==> src/rtl/hci_core_load_streamer.sv <==
// hci_core_load_streamer: strided wide-read source for an HCI core master port.
// Issues DW-bit read requests and returns the data on a valid/ready stream
// through a small receive FIFO. Credit counting limits the beats that are in
// flight or buffered to the FIFO depth, so a granted read can always be stored.
// Optional stall counter: define HCI_LOAD_STREAMER_PERF_EN.
module hci_core_load_streamer #(
  parameter int unsigned DW         = 64,
  parameter int unsigned AW         = 32,
  parameter int unsigned BW         = 8,
  parameter int unsigned NB_CREDITS = 4,
  parameter int unsigned LEN_W      = 16
) (
  input  logic                 clk_i,
  input  logic                 rst_i,
  input  logic                 clear_i,
  input  logic                 start_i,
  input  logic [AW-1:0]        base_addr_i,
  input  logic [AW-1:0]        stride_i,
  input  logic [LEN_W-1:0]     len_i,
  output logic                 busy_o,
  output logic                 done_o,
  output logic                 tcdm_req_o,
  output logic [AW-1:0]        tcdm_add_o,
  output logic                 tcdm_wen_o,
  output logic [DW/BW-1:0]     tcdm_be_o,
  output logic [DW-1:0]        tcdm_data_o,
  input  logic                 tcdm_gnt_i,
  input  logic                 tcdm_r_valid_i,
  input  logic [DW-1:0]        tcdm_r_data_i,
  output logic                 stream_valid_o,
  output logic [DW-1:0]        stream_data_o,
  output logic [DW/8-1:0]      stream_strb_o,
  input  logic                 stream_ready_i,
  output logic [31:0]          perf_stall_o
);

  localparam int unsigned OFF_W = $clog2(DW/8);
  localparam int unsigned PTR_W = $clog2(NB_CREDITS);
  localparam int unsigned CNT_W = $clog2(NB_CREDITS + 1);

  typedef enum logic [1:0] {IDLE, RUN, DRAIN} state_t;

  state_t            state_reg, state_next;
  logic [AW-1:0]     addr_reg, stride_reg;
  logic [LEN_W-1:0]  len_reg, issue_reg, issue_inc;
  logic              inflight_reg;
  logic [CNT_W-1:0]  count_reg, count_next, used_credits;
  logic [PTR_W-1:0]  wr_ptr_reg, rd_ptr_reg;
  logic [DW-1:0]     fifo_mem [NB_CREDITS];
  logic              done_reg, busy_reg, valid_reg;
  logic              sync_clr, start_acc, grant, last_grant, has_credit;
  logic              push, pop, drain_done;

  assign sync_clr     = rst_i | clear_i;
  assign start_acc    = (state_reg == IDLE) && start_i;
  assign grant        = tcdm_req_o && tcdm_gnt_i;
  assign issue_inc    = issue_reg + LEN_W'(1);
  assign last_grant   = grant && (issue_inc == len_reg);
  // Beats granted but not yet returned plus beats already buffered.
  assign used_credits = CNT_W'(inflight_reg) + count_reg;
  assign has_credit   = used_credits < CNT_W'(NB_CREDITS);
  // Responses are only legal one cycle after a grant; stray ones are dropped.
  assign push         = tcdm_r_valid_i && inflight_reg;
  assign pop          = valid_reg && stream_ready_i;
  // Completion is judged on the post-update FIFO level so done follows the
  // final stream handshake by exactly one cycle.
  assign drain_done   = (state_reg == DRAIN) && !inflight_reg && (count_next == '0);

  // State register
  always_ff @(posedge clk_i) begin
    if (sync_clr) state_reg <= IDLE;
    else          state_reg <= state_next;
  end

  // Next-state logic
  always_comb begin
    state_next = state_reg;
    case (state_reg)
      IDLE:    if (start_i && (len_i != '0)) state_next = RUN;
      RUN:     if (last_grant)               state_next = DRAIN;
      DRAIN:   if (drain_done)               state_next = IDLE;
      default:                               state_next = IDLE;
    endcase
  end

  // Request output: only while running and while a FIFO slot is reserved-free
  always_comb begin
    tcdm_req_o = 1'b0;
    if (state_reg == RUN) tcdm_req_o = has_credit;
  end

  // Transfer descriptor and address generation
  always_ff @(posedge clk_i) begin
    if (sync_clr) begin
      addr_reg   <= '0;
      stride_reg <= '0;
      len_reg    <= '0;
      issue_reg  <= '0;
    end else if (start_acc) begin
      addr_reg   <= base_addr_i;
      stride_reg <= stride_i;
      len_reg    <= len_i;
      issue_reg  <= '0;
    end else if (grant) begin
      addr_reg   <= addr_reg + stride_reg;
      issue_reg  <= issue_inc;
    end
  end

  // FIFO occupancy after this cycle's push/pop
  always_comb begin
    count_next = count_reg;
    case ({push, pop})
      2'b10:   count_next = count_reg + CNT_W'(1);
      2'b01:   count_next = count_reg - CNT_W'(1);
      default: count_next = count_reg;
    endcase
  end

  // In-flight flag, FIFO pointers and occupancy
  always_ff @(posedge clk_i) begin
    if (sync_clr) begin
      inflight_reg <= 1'b0;
      count_reg    <= '0;
      wr_ptr_reg   <= '0;
      rd_ptr_reg   <= '0;
      valid_reg    <= 1'b0;
    end else begin
      inflight_reg <= grant;
      count_reg    <= count_next;
      valid_reg    <= (count_next != '0);
      if (push) wr_ptr_reg <= (wr_ptr_reg == PTR_W'(NB_CREDITS - 1)) ? '0 : wr_ptr_reg + PTR_W'(1);
      if (pop)  rd_ptr_reg <= (rd_ptr_reg == PTR_W'(NB_CREDITS - 1)) ? '0 : rd_ptr_reg + PTR_W'(1);
    end
  end

  // FIFO storage; contents need no reset since pointers gate visibility
  always_ff @(posedge clk_i) begin
    if (push) fifo_mem[wr_ptr_reg] <= tcdm_r_data_i;
  end

  // Status flags
  always_ff @(posedge clk_i) begin
    if (sync_clr) begin
      done_reg <= 1'b0;
      busy_reg <= 1'b0;
    end else begin
      done_reg <= (start_acc && (len_i == '0)) || drain_done;
      busy_reg <= (state_next != IDLE);
    end
  end

`ifdef HCI_LOAD_STREAMER_PERF_EN
  logic [31:0] perf_reg;
  logic        stall_cycle;
  assign stall_cycle = (state_reg == RUN) && ((tcdm_req_o && !tcdm_gnt_i) || !has_credit);

  // Saturating stall counter, restarted by every accepted launch
  always_ff @(posedge clk_i) begin
    if (sync_clr || start_acc)              perf_reg <= '0;
    else if (stall_cycle && (perf_reg != '1)) perf_reg <= perf_reg + 32'd1;
  end
  assign perf_stall_o = perf_reg;
`else
  assign perf_stall_o = '0;
`endif

  assign busy_o         = busy_reg;
  assign done_o         = done_reg;
  assign tcdm_add_o     = {addr_reg[AW-1:OFF_W], {OFF_W{1'b0}}};
  assign tcdm_wen_o     = 1'b1;
  assign tcdm_be_o      = '1;
  assign tcdm_data_o    = '0;
  assign stream_valid_o = valid_reg;
  assign stream_data_o  = fifo_mem[rd_ptr_reg];
  assign stream_strb_o  = '1;

endmodule

==> config.mk <==
export PLATFORM = sky130hd
export DESIGN_NAME = hci_core_load_streamer
export DESIGN_NICKNAME = d
export VERILOG_FILES = /design/src/rtl/hci_core_load_streamer.sv
export SDC_FILE = /design/constraint.sdc
export NUM_CORES = 1
export LEC_CHECK = 0
export BUFFER_PORTS_ARGS = -buffer_cell sky130_fd_sc_hd__buf_4
export CAP_MARGIN = 20
export CORE_MARGIN = 5
export CORE_UTILIZATION = 30
export CTS_CLUSTER_SIZE = 10
export DETAILED_ROUTE_END_ITERATION = 7
export HOLD_SLACK_MARGIN = 0.08
export SETUP_SLACK_MARGIN = 0.4
export SKIP_CTS_REPAIR_TIMING = 1
export SYNTH_ARGS = -nofsm -noshare
export SYNTH_HDL_FRONTEND = slang
export SYNTH_SLANG_ARGS = --single-unit
==> constraint.sdc <==
create_clock -name clk_i -period 3.1 [get_ports clk_i]
set_input_delay 0.62 -clock clk_i [delete_from_list [all_inputs] [get_ports clk_i]]
set_output_delay 0.62 -clock clk_i [all_outputs]
set_load 0.05 [all_outputs]
==> impl_metrics.tcl <==
set metrics [dict create \
    cts_buffer_depth 3 \
    initial_core_util 0.3011 \
    clock_sinks 367 \
    syn_area_per_cell_um2 13.14 \
    dp_hpwl_um 27620 \
    clock_latency_ns 0.56 \
    drt-initial-drc-count 534 \
    syn_inst 1255 \
    ys.warnings.count 0 \
    fin_util 0.3718 \
    crit_top_cell "buf_4" \
    min_path_type "in -> reg" \
    cp_data_arrival_time_ns 2.06 \
    rsz0062_at_grt "true" \
    min_path_cells 1 \
    slew_headroom 0.4226 \
    wl_per_cell_um 18.25 \
    ys_top_cells_by_count "256 x edfxtp_1, 153 x nand2_1, 145 x buf_4" \
    grt-ovfl-total 0 \
    fin_setup_tns_ns 0 \
    clk_pin_slew_ns 0.06 \
    die_w_um 244.5 \
    gp_congestion 0.8335 \
    grt_start_max_net_pins 43 \
    ir_worst_vdd_mv 0.3365 \
    holdWs_ns 0.2622 \
    yosysTopAreaCellShare 0.4661 \
    outcome "complete, no violations" \
    grt_pass1_wl_um 61090 \
    grt_pass1_vias 10490 \
    drive_above_1_share 0.2966 \
    cts_tree "done" \
    crit_slowest_cell "mux4_2" \
    synthTopCellsByArea "edfxtp_1 47%, dfxtp_1 13%, mux4_2 8.7%" \
    drc 0 \
    cap_violations 0 \
    synthesis.area_um2 16490 \
    clock.fmax_ghz 0.3735 \
    min_period_ns 2.677 \
    hold_violations 0 \
    dieArea_um2 59770 \
    path_class "reg -> out" \
    ys_types 65 \
    path_cells "buf_4, buf_16, mux4_2, buf_4" \
    cts-buffers-inserted 44 \
    power.density_nw_per_um2 535.1 \
    synth_ff_type "edfxtp_1" \
    tightestPinTransition_ns 0.8661 \
    skew_ns 0.009846 \
    drtAntennaViolNets 0 \
    portBuffers 247 \
    synthArstFlopShare 0 \
    max_stage_delay_ns 0.54 \
    drv_slew 0 \
    drtPass1Iterations 5 \
    setup_violations 0 \
    cts-root-buf "clkbuf_16" \
    synth_most_common_cell "edfxtp_1" \
    start_kind "flip-flop" \
    core_area_um2 54770 \
    synth_edf_count 256 \
    fin_crit_sh 0.8636 \
    route.vias.total 10280 \
    drt_wl_total_um 40690 \
    largest_reg_flops 256 \
    synth_area_leader_cell "edfxtp_1" \
    antenna_found_initial 2 \
    area_growth_syn_to_layout_pct 23.46 \
    synth-seq-cells 367 \
    ios 364 \
    vias_per_cell 4.613 \
    rows 86 \
    r2r_cells 10 \
    htreeDepth 2 \
    crit_path_max_fanout 12 \
    yosysSeqAreaShare 0.6008 \
    grt_usage 0.1283 \
    fin_nets 1696 \
    leakage_nw 7.513 \
    crit_required_ns 2.48 \
    die_y_um 244.5 \
    crit_path_end_kind "output port" \
]
## kinds of logic (layout without fill, tap and decap cells)
group,after synthesis,count (layout),share of synthesized area
compound gates,214,214,0.08246
xor+xnor,67,67,0.03558
fa+ha+maj,40,40,0.03126
buf+inv,216,371,0.08299
flops,367,367,0.6008
mux,65,65,0.08800
other cells,2,117,0.0004553
simple gates,284,284,0.07844
## area by class of cell
| class | count | area (µm²) |
|---|---|---|
| Clock buffer | 60 | 1212 |
| Inverter | 16 | 60.06 |
| Clock inverter | 5 | 52.55 |
| Multi-Input combinational cell | 786 | 5833 |
| Sequential cell | 367 | 9918 |
| Tap cell | 704 | 880.8 |
| Timing Repair Buffer | 290 | 2402 |
| Fill cell | 5236 | 34410 |
| Antenna cell | 1 | 2.502 |
## report_power, final
| group | switching (W) | total [W] | internal (W) | leakage [nW] |
|---|---|---|---|---|
| logic | 0.000674 | 0.000938 | 0.000264 | 3.69 |
| clock network | 0.00193 | 0.00464 | 0.00271 | 0.617 |
| registers | 0.0000364 | 0.00532 | 0.00528 | 3.20 |
| total | 0.00264 | 0.0109 | 0.00825 | 7.51 |
## per-layer routing
layer	vias to the layer above	track usage	wire [µm]
met2	289	0.2100	19160
met5	-	0	0
met1	5064	0.1689	17790
met4	0	0.02690	659
li1	4879	-	-
met3	51	0.04098	3073
## critical path, delay by kind of cell, from the launching register on
kind / cells / cell delay (ns)
multiplexers: 1 / 0.54
buffers and inverters: 3 / 0.51
flip-flops: 1 / 0.42
## per-stage QoR
stage | power, W | area, µm² | setup WS (ns) | instances
floorplan | 0.006164 | 16920 | 0.4570 | 1369
global placement | 0.006326 | 18670 | 0.1540 | 2149
detailed placement | 0.006337 | 18670 | 0.1509 | 2149
CTS | 0.01107 | 19940 | 0.07497 | 2214
global route | 0.01132 | 20360 | 0.3239 | 2228
finish | 0.01090 | 20360 | 0.4228 | 2229
## final timing paths
check	from	to	slack [ns]
max	flip-flop	stream_data_o[49]	0.42
min reg2reg	stride_reg[20]	stride_reg[20]	0.46
max reg2reg	addr_reg[21]	addr_reg[30]	0.50
min	tcdm_r_data_i[11]	fifo_mem[1][11]	0.26
## placed cells by master, fill, tap and decap left out, types with 7 or more instances in the layout
cell       netlist  routed
nor2_1          41      41
mux4_2          64      64
dfxtp_1        111     108
buf_6            1      20
xor2_1          35      35
nand4_1         11      11
nand3_1         15      15
a21oi_1        112     110
xnor2_1         32      31
clkbuf_16        0      47
a21o_1          10      10
o21ai_0         17      17
edfxtp_1       256     256
clkbuf_1        33      12
nor4_1           7       7
nand2_1        153     152
o221ai_1        20      20
inv_1           16      16
nand2b_1         8       7
ha_1            38      28
conb_1           2     116
buf_4          145     260
No activity file was read; power rests on OpenSTA's default activity.
